File: config.mk
export PLATFORM = sky130hd
export DESIGN_NAME = glitch_cmd_loader_flat
export DESIGN_NICKNAME = d
export VERILOG_FILES = /design/src/rtl/glitch_cmd_loader_pkg.sv /design/src/rtl/glitch_cmd_loader_if.sv /design/src/rtl/glitch_cmd_loader.sv /design/src/flat_wrapper.sv
export SDC_FILE = /design/constraint.sdc
export NUM_CORES = 1
export LEC_CHECK = 0
export CAP_MARGIN = 30
export CORE_MARGIN = 4
export CORE_UTILIZATION = 50
export DETAILED_ROUTE_END_ITERATION = 8
export PLACE_DENSITY_LB_ADDON = 0.3
export SLEW_MARGIN = 5
export SYNTH_ARGS = -nofsm -noshare
export SYNTH_HDL_FRONTEND = slang
export SYNTH_SLANG_ARGS = --single-unit
File: constraint.sdc
create_clock -name clk_in -period 3.25 [get_ports clk_in]
set_input_delay 0.4875 -clock clk_in [delete_from_list [all_inputs] [get_ports clk_in]]
set_output_delay 0.4875 -clock clk_in [all_outputs]
set_load 0.01 [all_outputs]
File: src/rtl/glitch_cmd_loader_pkg.sv
// Shared definitions for the glitch command loader: FSM states, status codes
// and the layout of a packed command word.
package glitch_defs;

    localparam int WORD_W    = 32;
    localparam int DELAY_LSB = 16;
    localparam int WIDTH_LSB = 8;
    localparam int MODE_LSB  = 0;

    typedef enum logic [2:0] {
        LOADER_STATE_IDLE,
        LOADER_STATE_COUNT,
        LOADER_STATE_DATA,
        LOADER_STATE_CSUM,
        LOADER_STATE_PAD,
        LOADER_STATE_RESP
    } loader_state_t;

    localparam logic [7:0] RESP_ACK     = 8'h06;
    localparam logic [7:0] RESP_CSUM    = 8'h15;
    localparam logic [7:0] RESP_LEN     = 8'h16;
    localparam logic [7:0] RESP_BUSY    = 8'h17;
    localparam logic [7:0] RESP_TIMEOUT = 8'h18;

    // Entry bytes arrive delay-high first: {delay[15:8], delay[7:0], width, mode}.
    function automatic logic [WORD_W-1:0] pack_word(input logic [7:0] b0, input logic [7:0] b1,
                                                    input logic [7:0] b2, input logic [7:0] b3);
        logic [WORD_W-1:0] w;
        w = '0;
        w[DELAY_LSB +: 16] = {b0, b1};
        w[WIDTH_LSB +: 8]  = b2;
        w[MODE_LSB +: 8]   = b3;
        return w;
    endfunction

endpackage

File: src/rtl/glitch_cmd_loader_if.sv
// Byte-link, FIFO-write and status signals between the loader and its neighbours.
interface glitch_cmd_loader_if;
    import glitch_defs::*;

    logic [7:0]        rx_data;
    logic              rx_valid;
    logic [7:0]        tx_data;
    logic              tx_valid;
    logic              tx_ready;
    logic [WORD_W-1:0] fifo_data;
    logic              fifo_we;
    logic              fifo_full;
    logic              fifo_clr;
    logic              glitch_ready;
    logic              busy;

    modport master (
        input  rx_data, rx_valid, tx_ready, fifo_full, glitch_ready,
        output tx_data, tx_valid, fifo_data, fifo_we, fifo_clr, busy
    );

    modport slave (
        output rx_data, rx_valid, tx_ready, fifo_full, glitch_ready,
        input  tx_data, tx_valid, fifo_data, fifo_we, fifo_clr, busy
    );
endinterface

File: src/rtl/glitch_cmd_loader.sv
// Parses host command frames into 32-bit glitch entries, loads and pads the
// command FIFO, and returns a one-byte status.
module glitch_cmd_loader
    import glitch_defs::*;
#(
    parameter int         FIFO_DEPTH     = 16,
    parameter int         TIMEOUT_CYCLES = 1200000,
    parameter logic [7:0] SYNC_BYTE      = 8'hA5
) (
    input  logic                clk_in,
    input  logic                rst,
    glitch_cmd_loader_if.master bus
);

    localparam int ENT_W = $clog2(FIFO_DEPTH + 1);
    localparam int TMO_W = $clog2(TIMEOUT_CYCLES + 1);
    localparam logic [7:0]       MAX_N   = 8'(FIFO_DEPTH);
    localparam logic [ENT_W-1:0] ENT_ONE = ENT_W'(1);
    localparam logic [TMO_W-1:0] TMO_MAX = TMO_W'(TIMEOUT_CYCLES);

    loader_state_t     state_q, state_d;
    logic [ENT_W-1:0]  n_q, n_d;
    logic [ENT_W-1:0]  ent_q, ent_d;
    logic [1:0]        idx_q, idx_d;
    logic [23:0]       asm_q, asm_d;
    logic [WORD_W-1:0] hold_q, hold_d;
    logic [7:0]        csum_q, csum_d;
    logic [7:0]        code_q, code_d;
    logic [TMO_W-1:0]  tmo_q, tmo_d;

    logic              fifo_we_o;
    logic              fifo_clr_o;
    logic [WORD_W-1:0] fifo_data_o;
    logic              timed;
    logic              tmo_hit;

    always_ff @(posedge clk_in) begin
        if (rst) begin
            state_q <= LOADER_STATE_IDLE;
            n_q     <= '0;
            ent_q   <= '0;
            idx_q   <= '0;
            asm_q   <= '0;
            hold_q  <= '0;
            csum_q  <= '0;
            code_q  <= '0;
            tmo_q   <= '0;
        end else begin
            state_q <= state_d;
            n_q     <= n_d;
            ent_q   <= ent_d;
            idx_q   <= idx_d;
            asm_q   <= asm_d;
            hold_q  <= hold_d;
            csum_q  <= csum_d;
            code_q  <= code_d;
            tmo_q   <= tmo_d;
        end
    end

    assign timed   = (state_q == LOADER_STATE_COUNT) || (state_q == LOADER_STATE_DATA) ||
                     (state_q == LOADER_STATE_CSUM);
    // An arriving byte always takes priority over an expiring timer.
    assign tmo_hit = timed && !bus.rx_valid && (tmo_q == TMO_MAX);

    always_comb begin
        state_d     = state_q;
        n_d         = n_q;
        ent_d       = ent_q;
        idx_d       = idx_q;
        asm_d       = asm_q;
        hold_d      = hold_q;
        csum_d      = csum_q;
        code_d      = code_q;
        fifo_we_o   = 1'b0;
        fifo_clr_o  = 1'b0;
        fifo_data_o = '0;

        if (!timed || bus.rx_valid) tmo_d = '0;
        else                        tmo_d = tmo_q + 1'b1;

        case (state_q)
            LOADER_STATE_IDLE: begin
                if (bus.rx_valid && bus.rx_data == SYNC_BYTE) begin
                    if (bus.glitch_ready) begin
                        state_d = LOADER_STATE_COUNT;
                        ent_d   = '0;
                        idx_d   = '0;
                        hold_d  = '0;
                    end else begin
                        code_d  = RESP_BUSY;
                        state_d = LOADER_STATE_RESP;
                    end
                end
            end
            LOADER_STATE_COUNT: begin
                if (bus.rx_valid) begin
                    if (bus.rx_data == 8'd0 || bus.rx_data > MAX_N) begin
                        code_d  = RESP_LEN;
                        state_d = LOADER_STATE_RESP;
                    end else begin
                        n_d     = bus.rx_data[ENT_W-1:0];
                        csum_d  = bus.rx_data;
                        state_d = LOADER_STATE_DATA;
                    end
                end
            end
            LOADER_STATE_DATA: begin
                if (bus.rx_valid) begin
                    csum_d = csum_q ^ bus.rx_data;
                    asm_d  = {asm_q[15:0], bus.rx_data};
                    idx_d  = idx_q + 2'd1;
                    if (idx_q == 2'd3) begin
                        // The newest entry is held back; only its predecessor goes to the FIFO.
                        if (ent_q != '0 && bus.fifo_full) begin
                            fifo_clr_o = 1'b1;
                            hold_d     = '0;
                            code_d     = RESP_LEN;
                            state_d    = LOADER_STATE_RESP;
                        end else begin
                            fifo_we_o   = (ent_q != '0);
                            fifo_data_o = hold_q;
                            hold_d      = pack_word(asm_q[23:16], asm_q[15:8], asm_q[7:0], bus.rx_data);
                            ent_d       = ent_q + ENT_ONE;
                            if (ent_q + ENT_ONE == n_q) state_d = LOADER_STATE_CSUM;
                        end
                    end
                end
            end
            LOADER_STATE_CSUM: begin
                if (bus.rx_valid) begin
                    if (bus.rx_data == csum_q) begin
                        fifo_we_o   = 1'b1;
                        fifo_data_o = hold_q;
                        state_d     = LOADER_STATE_PAD;
                    end else begin
                        fifo_clr_o = 1'b1;
                        code_d     = RESP_CSUM;
                        state_d    = LOADER_STATE_RESP;
                    end
                    hold_d = '0;
                end
            end
            LOADER_STATE_PAD: begin
                if (bus.fifo_full) begin
                    code_d  = RESP_ACK;
                    state_d = LOADER_STATE_RESP;
                end else begin
                    fifo_we_o = 1'b1;
                end
            end
            LOADER_STATE_RESP: begin
                if (bus.tx_ready) state_d = LOADER_STATE_IDLE;
            end
            default: state_d = LOADER_STATE_IDLE;
        endcase

        if (tmo_hit) begin
            fifo_clr_o = 1'b1;
            hold_d     = '0;
            code_d     = RESP_TIMEOUT;
            state_d    = LOADER_STATE_RESP;
        end
    end

    assign bus.fifo_we   = fifo_we_o;
    assign bus.fifo_clr  = fifo_clr_o;
    assign bus.fifo_data = fifo_data_o;
    assign bus.tx_valid  = (state_q == LOADER_STATE_RESP);
    assign bus.tx_data   = (state_q == LOADER_STATE_RESP) ? code_q : 8'h00;
    assign bus.busy      = (state_q != LOADER_STATE_IDLE);

endmodule

File: src/flat_wrapper.sv
// flat-port wrapper written by rule: the top's interface ports become plain ports
module glitch_cmd_loader_flat import glitch_defs::*;
#(
    parameter int         FIFO_DEPTH     = 16,
    parameter int         TIMEOUT_CYCLES = 1200000,
    parameter logic [7:0] SYNC_BYTE      = 8'hA5
)
  (clk_in, rst, bus_rx_data, bus_rx_valid, bus_tx_ready, bus_fifo_full, bus_glitch_ready, bus_tx_data, bus_tx_valid, bus_fifo_data, bus_fifo_we, bus_fifo_clr, bus_busy);
  glitch_cmd_loader_if bus_i ();
  input  logic clk_in;
  input  logic rst;
  input wire logic [$bits(bus_i.rx_data)-1:0] bus_rx_data;
  input wire logic [$bits(bus_i.rx_valid)-1:0] bus_rx_valid;
  input wire logic [$bits(bus_i.tx_ready)-1:0] bus_tx_ready;
  input wire logic [$bits(bus_i.fifo_full)-1:0] bus_fifo_full;
  input wire logic [$bits(bus_i.glitch_ready)-1:0] bus_glitch_ready;
  output wire logic [$bits(bus_i.tx_data)-1:0] bus_tx_data;
  output wire logic [$bits(bus_i.tx_valid)-1:0] bus_tx_valid;
  output wire logic [$bits(bus_i.fifo_data)-1:0] bus_fifo_data;
  output wire logic [$bits(bus_i.fifo_we)-1:0] bus_fifo_we;
  output wire logic [$bits(bus_i.fifo_clr)-1:0] bus_fifo_clr;
  output wire logic [$bits(bus_i.busy)-1:0] bus_busy;
  assign bus_i.rx_data = bus_rx_data;
  assign bus_i.rx_valid = bus_rx_valid;
  assign bus_i.tx_ready = bus_tx_ready;
  assign bus_i.fifo_full = bus_fifo_full;
  assign bus_i.glitch_ready = bus_glitch_ready;
  assign bus_tx_data = bus_i.tx_data;
  assign bus_tx_valid = bus_i.tx_valid;
  assign bus_fifo_data = bus_i.fifo_data;
  assign bus_fifo_we = bus_i.fifo_we;
  assign bus_fifo_clr = bus_i.fifo_clr;
  assign bus_busy = bus_i.busy;
  glitch_cmd_loader #(.FIFO_DEPTH(FIFO_DEPTH), .TIMEOUT_CYCLES(TIMEOUT_CYCLES), .SYNC_BYTE(SYNC_BYTE)) u_core (.clk_in(clk_in), .rst(rst), .bus(bus_i));
endmodule
# After elaboration in Yosys (flattened, before gate mapping)
# Index checks and enable logic that the tools add are counted.
[totals]
word_cells = 153
reg_bits = 108
inputBits = 14
[classes]
n_mux = 68
n_bitwise = 2
n_eq_ne = 37
reduce_logical = 31
add_sub_neg = 3
n_lt_le_gt_ge = 1
[op_table]
columns = ["operator", "n"]
rows = [
  ["2-to-1 mux 32 bit", 11],
  ["2-to-1 mux 8 bit", 14],
  ["case mux 32 bit (3 select lines)", 1],
  ["case mux 32 bit (2 select lines)", 1],
  ["case mux 8 bit (5 select lines)", 1],
  ["2-to-1 mux 3 bit", 12],
  ["2-to-1 mux 5 bit", 6],
  ["inequality test 3 x 2 -> 1 bit (second input constant)", 10],
  ["inequality test 2 bit (second input constant)", 13],
  ["AND reduction 11 bit", 2],
  ["adder 21 x 1 -> 21 bit (second input constant)", 1],
  ["== test 21 bit (second input constant)", 1],
  ["case mux 3 bit (6 select lines)", 1],
  ["case mux 8 bit (2 select lines)", 1],
  ["AND reduction 8 bit", 2],
  ["2-to-1 mux 1 bit", 13],
  ["AND reduction 6 bit", 2],
  ["case mux 5 bit (2 select lines)", 1],
  ["nonzero test 5 bit", 2],
  ["== test 8 bit", 1],
  ["== test 8 bit (second input constant)", 1],
  ["greater-than comparator 8 x 5 -> 1 bit (second input constant)", 1],
  ["zero test 8 bit", 1],
  ["AND reduction 4 bit", 2],
  ["other kinds (27)", 41],
]

# Depth between registers and ports, before layout
[depth]
word_depth = 8
mapped_depth = 8
depth_no_buf = 7

# Worst setup path before layout
# No wires, ideal clock.
[synth_timing]
path_type = "register to output"
startpoint = "reg u_core.ent_q[0]"
endpoint = "out bus_fifo_data[0]"
stages_incl_launch_ff = 9
path_buffers = 1
arrival_time_ns = 1.935
setup_slack_ns = 0.827
cell_sequence = "dfxtp_1 > inv_1 > ha_1 > or4b_1 > a21boi_1 > and2_1 > o21a_1 > clkbuf_1 > and2_1"
[synth_between]
elab_chain_cells = 6
[synth_rtl]
columns = ["item", "line", "text"]
rows = [
  ["start: declaration", "glitch_cmd_loader.sv:23", "logic [ENT_W-1:0] ent_q, ent_d;"],
  ["start signal: assignment", "glitch_cmd_loader.sv:51", "ent_q <= ent_d;"],
  ["nonzero test 5 bit", "glitch_cmd_loader.sv:115", "if (ent_q != '0 && bus.fifo_full) begin"],
  ["logical AND 1 bit", "glitch_cmd_loader.sv:115", ""],
  ["2-to-1 mux 32 bit", "glitch_cmd_loader.sv:115", ""],
  ["2-to-1 mux 32 bit", "glitch_cmd_loader.sv:113", "if (idx_q == 2'd3) begin"],
  ["2-to-1 mux 32 bit", "glitch_cmd_loader.sv:109", "if (bus.rx_valid) begin"],
  ["case mux 32 bit (2 select lines)", "glitch_cmd_loader.sv:82", "case (state_q)"],
  ["end: declaration", "flat_wrapper.sv:19", "output wire logic [$bits(bus_i.fifo_data)-1:0] bus_fifo_data;"],
]
# No other way between the ends.

# Worst setup path in the final report
[layout_timing]
startpoint = "reg u_core.state_q[1]"
endpoint = "out bus_fifo_clr"
[layout_between]
elab_chain_cells = 6
word_cells_on_any_way = 9
classes_between = "eq/ne (3); mux (2); reduce/logical (4)"
[layout_rtl]
columns = ["item", "line", "text"]
rows = [
  ["start: declaration", "glitch_cmd_loader.sv:21", "loader_state_t state_q, state_d;"],
  ["start signal: assignment", "glitch_cmd_loader.sv:49", "state_q <= state_d;"],
  ["== test 3 x 1 -> 1 bit or == test 3 x 2 -> 1 bit (tied branches)", "glitch_cmd_loader.sv:61, glitch_cmd_loader.sv:82", ""],
  ["logical OR 1 bit (2 in a row)", "glitch_cmd_loader.sv:61", "assign timed = (state_q == LOADER_STATE_COUNT) || (state_q == LOADER_STATE_DATA) ||"],
  ["logical AND 1 bit (2 in a row)", "glitch_cmd_loader.sv:64", "assign tmo_hit = timed && !bus.rx_valid && (tmo_q == TMO_MAX);"],
  ["2-to-1 mux 1 bit *", "glitch_cmd_loader.sv:158", "if (tmo_hit) begin"],
  ["end: declaration", "flat_wrapper.sv:21", "output wire logic [$bits(bus_i.fifo_clr)-1:0] bus_fifo_clr;"],
]
# Mark *: on every way between the ends. The rest lies on a longest branch, timed or not.

==> run_results.csv <==
group,metric,value,unit
finish,nNetsFinal,687,
setup_path,critPathSlowestCell,"clkdlybuf4s50_1",
sta,slew_headroom,53.0,%
detailed_routing,dr.pass1.iters,5,
detailed_routing,wirelength,12800,um
synth,synth_area_leaders,"dfxtp_1 (41%), nand2_1 (4.5%), and2_1 (4.2%)",
floorplanning,rows,36,
status,status,"finished clean",
global_routing,antenna_found_initial,0,
setup_path,start_kind,"register",
sta,slew_violations,0,
setup_path,cp-startpoint,"u_core.state_q[1]$_SDFFE_PP0P_",
setup_path,path_class,"register to output pin",
synth,synth_cells,628,
hold_path,hold_class,"register to register",
setup_path,critPathArrivalTime,2570,ps
power,p_leak,2.65,nW
clock_network,clk-insertion-delay-late,370,ps
clock_network,root_buffer,"clkbuf_8",
setup_path,required,2760,ps
place,dp.cells,789,
place,gp_congestion,0.887,
clock_network,cts_setup_buffers,0,
clock_network,clk_pin_slew,110,ps
place,place_worst_setup_slack,18.5,ps
setup_path,cp_max_fo,17,
sta,timing.hold.ws,449,ps
finish,fin_cells,806,
finish,drive_gt1_share,8.62,%
global_routing,globalRouteTotalUtil,21.3,%
sta,fin_skew,13.1,ps
synth,synth_top_area_cell,"dfxtp_1",
finish,syn_to_final_growth,19.8,%
detailed_routing,avgViaCountPerCell,5.70,
detailed_routing,num_vias,4593,
synth,ys_seq_area_share,40.7,%
floorplanning,ios,58,
floorplanning,dieHeight,110,um
synth,synth_flop_cell,"dfxtp_1",
power,power.share.sequential,58.3,%
global_routing,grt_pass1_wl,20800,um
sta,setup_violations,0,
power,p_per_area,357,mW/mm2
power,p_sw,0.574,mW
synth,ys_types,53,
setup_path,slowest_delay,580,ps
sta,setup-tns-final,0,ps
sta,rsz0062_at_grt,"false",
synth,synth-edff-count,0,
floorplanning,start_util,52.2,%
global_routing,grt_remaining_overflow,0,
global_routing,grt_max_degree,49,
detailed_routing,wire_per_inst,15.9,um
power,pwr-share-clk,37.6,%
floorplanning,die-area,0.0120,mm2
synth,synth.avg_cell_area,8.23,um2
sta,worst_slack,191,ps
power,p_int,1.64,mW
floorplanning,die_w,110,um
clock_network,htreeDepth,3,
clock_network,cts_buffer_depth,2,
power,sw_frac_of_total,25.9,%
flow_run,max_cap_viol_count,0,
synth,synthArstFlopShare,0,%
power,vdd_ir_drop_max,0.000290,V
power,p_comb_share,4.1,%
global_routing,grt_pass1_vias,4331,
place,place_hpwl,8650,um
detailed_routing,first_iter_violations,395,
clock_network,cts_sinks,105,
clock_network,cts_tree,"built",
setup_path,regToRegStartpoint,"u_core.state_q[2]$_SDFFE_PP0P_",
hold_path,min_from,"u_core.code_q[2]$_SDFFE_PP0P_",
setup_path,endpoint_kind,"output pin",
sta,period_share,94.1,%
sta,fmax,327,MHz
clock_network,cts_buffers,9,
place,port_buffers,54,
sta,period_minus_slack,3060,ps
sta,worst_pin_slew,705,ps
setup_path,crit_family,"simple AND/OR/NAND/NOR gates",
detailed_routing,antenna_left,0,
finish,antenna_cells,0,
synth,synth.top_cell.area_share,40.7,%
synth,yosys_warnings,0,
setup_path,critical_path_buf_inv_count,1,
sta,hold_violations,0,
synth,ys_ff_latch,105,
setup_path,path_cells,"nor2_1 -> or4_1 -> or2_1 -> o21ai_0 -> clkdlybuf4s50_1",
synth,synth_area,0.00517,mm2
detailed_routing,drc_errors,0,
floorplanning,core_area,0.00991,mm2
Yosys cell counts (all sizes together) (2+ instances only):
master   number
and3          8
xnor2        18
or3b          3
nor4          7
o31ai        12
nor2         38
nand3        18
or2           3
nor4b         3
o211ai        2
nand2        62
xor2         16
inv          50
a21boi        2
nand2b        7
o41ai         5
clkbuf       43
nand3b        2
a31oi         4
nor3b         2
o21ai        11
dfxtp       105
or4b          2
or4           2
a21oi        36
mux2i         7
nor4bb        2
a21o          5
and2         35
nand4        18
a211oi       28
nor3         10
a31o         25
ha            5
a311oi        7
or3           4
o2111ai       4
buf          10
metrics by stage:
stage	util, %	cell area, um2	total power, mW
2_1_floorplan	-	5180	1.37
3_5_place_dp	59.3	5870	1.41
6_report	62.5	6190	2.21
4_1_cts	61.5	6090	2.24
3_3_place_gp	59.3	5870	1.41
5_1_grt	62.5	6190	2.29
registers in the layout (all words and copies together) (netlist names):
| register | count |
|---|---|
| u_core.tmo_q | 21 |
| u_core.n_q | 5 |
| u_core.hold_q | 32 |
| u_core.idx_q | 2 |
| u_core.state_q | 3 |
| u_core.ent_q | 5 |
| u_core.asm_q | 24 |
| u_core.code_q | 5 |
| u_core.csum_q | 8 |
kinds of logic after synthesis:
logic type | synth area share, %
buffers and inverters | 7.82
AO/OA/AOI/OAI | 19.7
multiplexers | 1.36
AND/OR/NAND/NOR | 23.4
other | 0.0725
XOR/XNOR | 5.76
flip-flops | 40.7
adder cells (fa/ha/maj) | 1.21
cell type report:
type	instances	area (um2)
Clock buffer	9	124
Multi-Input combinational cell	422	2690
Clock inverter	7	93.8
Tap cell	133	166
Inverter	50	188
Sequential cell	105	2110
Timing Repair Buffer	80	827
Fill cell	854	3710
cell usage in the layout, fill, tap and decap left out, drive strengths merged, types with 7 or more instances in the layout:
cell type,n
nand4,18
o21ai,11
a211oi,28
xor2,16
a311oi,7
nor2,38
nand2b,7
inv,53
dlymetal6s2s,27
and3,8
clkbuf,10
nor3,10
dfxtp,105
buf,25
mux2i,7
nand2,62
a31o,25
o31ai,12
and2,35
nor4,7
xnor2,18
a21oi,36
clkdlybuf4s50,22
nand3,18
repair_timing:
action	CTS	global route
cloned	0	1
resized for setup	10	29
hold buffers	0	0
endpoints found under the setup margin	33	27
worst paths after layout:
path / end / slack (ps) / depth (start not counted)
setup / recovery: bus_fifo_clr / 190 / 5
hold / removal: u_core.code_q[2]$_SDFFE_PP0P_ / 450 / 2
setup reg to reg: u_core.code_q[4]$_SDFFE_PP0P_ / 810 / 5
hold reg to reg: u_core.code_q[2]$_SDFFE_PP0P_ / 450 / 2
routing by layer:
metal | track usage [%] | part of all wire [%]
met2 | 35.9 | 49
met4 | 6.32 | 1.2
met1 | 28.4 | 45
met5 | 0 | 0
met3 | 2.88 | 4.6
worst register-to-register path, cell delays in order (launching register included):
cell and delay (ps):
dfxtp_1 460, or3_4 460, nor4_4 360, a211oi_1 110
or4b_1 670, a311oi_1 290
power groups by stage:
| stage | combinational [mW] | clock, mW | sequential [mW] |
|---|---|---|---|
| 3_5_place_dp | 0.0901 | 0 | 1.32 |
| 4_1_cts | 0.0907 | 0.858 | 1.29 |
| 3_3_place_gp | 0.0883 | 0 | 1.32 |
| 6_report | 0.0912 | 0.831 | 1.29 |
| 2_1_floorplan | 0.0514 | 0 | 1.32 |
| 5_1_grt | 0.0985 | 0.906 | 1.29 |
No activity file was read; power rests on OpenSTA's default activity.
==> RTL change 1 (same flow settings) <==
Set the package constant `MODE_LSB` to 1 (it was 0).
--- a/src/rtl/glitch_cmd_loader_pkg.sv
+++ b/src/rtl/glitch_cmd_loader_pkg.sv
@@ -7,3 +7,3 @@
     localparam int WIDTH_LSB = 8;
-    localparam int MODE_LSB  = 0;
+    localparam int MODE_LSB  = 1;
 
Function: changed (Yosys sat finds a counterexample within 10 cycles, from zero or initial values and one cycle with rst high).
==> RTL change 1 against the unedited design <==
- worst setup slack improved by 0.0097 ns
- maximum frequency increased by 0.32%
- combinational power increased by 46%
- power decreased by 1.7%
- non-clock buffer count decreased by 1
- register-to-register slack improved by 0.10 ns
- cell count increased by 0.87%
- wire length decreased by 6.9%
- cell area decreased by 4.2%
- synthesized cell count increased by 0.48%
- first-iteration DRC count decreased by 42%
- sequential cell count decreased by 1
- synthesized area decreased by 1.7%
==> RTL change 1: results (changes against the unedited design) <==
Placed design
  – Port Buffers: 53 (-1.9%)
  – Placed insts: 797 (+1.0%)
  – Dpl cell area: 5770 um^2 (-1.7%)
  – Place WS: -0.0249 ns (-0.0433 ns)
  – Placer congestion estimate: 0.847 (-4.5%)
  – Post-DP HPWL: 8.40 mm (-2.8%)

Layout
  – Final Net Count: 695 (+1.2%)
  – Regs by FF count: u_core.hold_q: 31 flops, u_core.asm_q: 24 flops, u_core.tmo_q: 21 flops
  – Layout Cells excl Fill: 813 (+0.87%)
  – Ratio of cells with drive above 1 in the final layout: 0.0882 (+0.00205)

Synthesis
  – Yosys cell types: 59 (+11%)
  – Seq/Total Area, Yosys: 0.410 (+0.00317)
  – Synth Area in XOR/XNOR: 0.0552 (-0.00244)
  – Most frequent cells after synthesis: dfxtp_1 (104), nand2_1 (96), a21oi_1 (76), nand3_1 (41), and2_1 (40)
  – Top cells by area, synth: dfxtp_1 (41%), a21oi_1 (7.5%), nand2_1 (7.1%), and2_1 (4.9%), nand3_1 (4.0%)
  – Post-Synth Adder-Cell Area: 0.0123 (+0.000212)

Route
  – Starting DRT DRC Count: 230 (-42%)
  – Met1 wire length: 5.14 mm (-11%)
  – WL met2: 6.10 mm (-3.0%)
  – Post-Route WL: 11.9 mm (-6.9%)
  – Met3 Wirelength: 493 um (-17%)
  – Vias: 4571 (-0.48%)

Pwr
  – Worst vdd ir: 0.000228 V (-21%)
  – Clk pwr: 758 uW (-8.8%)

GRT
  – M2 GR Usage: 0.376 (+0.0168)
  – Met1 Resource Use GR: 0.257 (-0.0271)
  – First-pass GRT wire length: 20.2 mm (-2.6%)
  – Met3 usage: 0.0337 (+0.00498)
  – Total GRT Usage: 0.211 (-0.00137)
  – Largest net degree at the start of global routing: 48 (-2.0%)
  – Vias in the first global route: 4350 (+0.44%)

Critical path
  – RR Endpoint: u_core.hold_q[3]
  – CP peak stage delay: 0.61 ns (+0.03 ns)
  – Critical path destination: bus_fifo_we
  – Crit path max-delay family: buffers and inverters
  – Critical Path Start: bus_rx_data[1]
  – Worst R2R Setup Slack: 0.91 ns (+0.10 ns)
  – Reg2Reg Launch Point: u_core.tmo_q[0]

Hold path
  – Worst hold endpoint: u_core.hold_q[26]
  – Hold wc startpoint: u_core.hold_q[26]

Run status
  – Status: finished, final reports clean
[RTL change 1: cell types whose count changed after synthesis, sizes merged, moves of 9 or more]
cell,unedited run,this run
o21ai,11,20
a31o,25,1
nand2,62,96
nand3,18,41
clkbuf,43,28
inv,50,12
a21oi,36,79
nand4,18,6
nor2b,1,11
buf,10,20
a211oi,28,2
o31ai,12,2
[RTL change 1: cell type report]
type	instances	area, um^2
Clock buffer	10	138
Clock inverter	5	41.3
Fill cell	956	3890
Inverter	13	48.8
Multi-Input combinational cell	469	2750
Sequential cell	104	2080
Tap cell	133	166
Timing Repair Buffer	79	707
[RTL change 1: metrics by stage]
| step | hold WS (ns) | TNS (ns) | power, mW |
|---|---|---|---|
| floorplan | 0.424 | 0 | 1.39 |
| global placement | 0.434 | 0 | 1.44 |
| detailed placement | 0.440 | -0.0368 | 1.44 |
| CTS | 0.453 | 0 | 2.19 |
| global route | 0.471 | 0 | 2.26 |
| finish | 0.450 | 0 | 2.17 |
==> RTL change 2 (same flow settings) <==
Made on the original files. The 6 states of `loader_state_t` get a one-hot encoding in 6 bits.
--- a/src/rtl/glitch_cmd_loader_pkg.sv
+++ b/src/rtl/glitch_cmd_loader_pkg.sv
@@ -9,9 +9,9 @@
 
-    typedef enum logic [2:0] {
-        LOADER_STATE_IDLE,
-        LOADER_STATE_COUNT,
-        LOADER_STATE_DATA,
-        LOADER_STATE_CSUM,
-        LOADER_STATE_PAD,
-        LOADER_STATE_RESP
+    typedef enum logic [5:0] {
+        LOADER_STATE_IDLE  = 6'b000001,
+        LOADER_STATE_COUNT = 6'b000010,
+        LOADER_STATE_DATA  = 6'b000100,
+        LOADER_STATE_CSUM  = 6'b001000,
+        LOADER_STATE_PAD   = 6'b010000,
+        LOADER_STATE_RESP  = 6'b100000
     } loader_state_t;
Behaviour: no difference found for any inputs over 4 cycles, from zero or initial values and one cycle with rst high; so few cycles prove little.
==> RTL change 2 against the unedited design <==
- core utilization shrank 2.3 points
- cell area down 0.63%
- non-clock buffer count is 2 higher
- maximum frequency is 1.8% lower
- wire length shrank 1.4%
- worst setup slack worse by 0.057 ns
- critical path depth up 6
- clock skew grew 0.0037 ns
- critical endpoint is now bus_fifo_data[6]
- synthesized area grew 0.77%
- via count rose by 1.9%
- sequential cell count rose by 3
Power is not compared: it rests on default switching activity, and its combinational part moved more than twofold at a synthesized area within 25%.
==> RTL change 2: results (changes against the unedited design) <==
Placed design
  – Place WS: 0.0354 ns (+0.0170 ns)
  – Placed insts: 815 (+3.3%)
  – Placer congestion estimate: 0.894 (+0.81%)
  – Post-DP HPWL: 8.62 mm (-0.32%)

Critical path
  – Reg2Reg Launch Point: u_core.state_q[3]
  – R2R cell count: 7 (+2)
  – Worst R2R Setup Slack: 0.77 ns (-0.04 ns)
  – RR Endpoint: u_core.code_q[1]
  – Critical-path maximum fanout: 8 (-9)

Layout
  – Non-clock buffers: 82 (+2.5%)
  – Seq cells: 108 (+2.9%)
  – Inverter count: 12 (-76%)
  – Clk cell area share: 0.0337 (-0.00140)
  – Multi-input gate share of total cell area: 0.455 (+0.0204)
  – Final Net Count: 715 (+4.1%)
  – Regs by FF count: u_core.hold_q: 32 flops, u_core.asm_q: 24 flops, u_core.tmo_q: 21 flops
  – Comb_multi_in: 483 (+14%)
  – Ratio of cells with drive above 1 in the final layout: 0.133 (+0.0465)
  – Buffer share of cell area: 0.125 (-0.00871)
  – Reg area: 2170 um^2 (+2.9%)

GRT
  – M2 GR Usage: 0.344 (-0.0147)
  – Total GRT Usage: 0.220 (+0.00732)
  – Met1 Resource Use GR: 0.306 (+0.0227)
  – Largest net degree at the start of global routing: 46 (-6.1%)

Hold path
  – Hold wc startpoint: u_core.hold_q[1]
  – Worst hold endpoint: u_core.hold_q[1]

Synthesis
  – Seq/Total Area, Yosys: 0.415 (+0.00840)
  – Top cells by area, synth: dfxtp_1 (41%), nand2_1 (7.1%), a21oi_1 (6.4%), nand3_1 (5.7%), and2_1 (4.7%)

Route
  – Met1 wire length: 5.84 mm (+1.2%)
  – WL/cell: 15.1 um (-5.0%)
  – Post-Route WL: 12.6 mm (-1.4%)
  – WL met2: 5.84 mm (-7.0%)
  – Met3 Wirelength: 708 um (+19%)
  – Starting DRT DRC Count: 237 (-40%)

STA
  – Layout Skew: 0.0168 ns (+0.00372 ns)
  – Relative slew slack: 0.428 (-0.102)
  – Post-route minimum period: 3.12 ns (+0.0567 ns)

Run status
  – Status: finished, final reports clean
-- RTL change 2: cell types whose count changed after synthesis, moves of 11 or more --
| cell | delta |
|---|---|
| a211oi_1 | -26 |
| a21oi_1 | +31 |
| a31o_1 | -22 |
| clkbuf_1 | -21 |
| inv_1 | -39 |
| nand2_1 | +37 |
| nand3_1 | +41 |
| nand4_1 | -11 |
| nor2_1 | +18 |
-- RTL change 2: kinds of logic after synthesis --
group,count (synthesis),share of synthesized area
other,1,0.000720
flip-flops,108,0.415
AO/OA/AOI/OAI,123,0.148
adder cells (fa/ha/maj),5,0.0120
multiplexers,6,0.0118
buffers and inverters,56,0.0519
AND/OR/NAND/NOR,312,0.304
XOR/XNOR,34,0.0572
-- RTL change 2: metrics by stage --
step                      total power [mW]  area [um^2]  TNS [ns]  hold WS (ns)
after floorplan                       1.91         5220         0         0.425
after CTS                             2.95         6200         0         0.456
after global routing                  3.08         6160   -0.0155         0.471
after detailed placement              2.12         5900         0         0.440
after global placement                2.07         5880         0         0.435
final                                 2.95         6160         0         0.454
-- RTL change 2: worst max path at each step --
| stage | from | endpoint | cells past startpoint |
|---|---|---|---|
| 2_1_floorplan | u_core.ent_q[0] | bus_fifo_data[10] | 9 |
| 3_3_place_gp | bus_rx_data[7] | bus_fifo_data[1] | 9 |
| 3_5_place_dp | bus_rx_data[7] | bus_fifo_data[19] | 9 |
| 4_1_cts | u_core.ent_q[0] | bus_fifo_data[24] | 12 |
| 5_1_grt | u_core.state_q[4] | bus_fifo_we | 7 |
| 6_report | u_core.ent_q[1] | bus_fifo_data[6] | 11 |
-- RTL change 2: timing repair --
action / 4_1_cts / 5_1_grt
endpoints found under the setup margin: 32 / 33
setup buffers: 4 / 0
gates resized for setup: 77 / 17
pin swaps: 1 / 3
cloned: 2 / 0
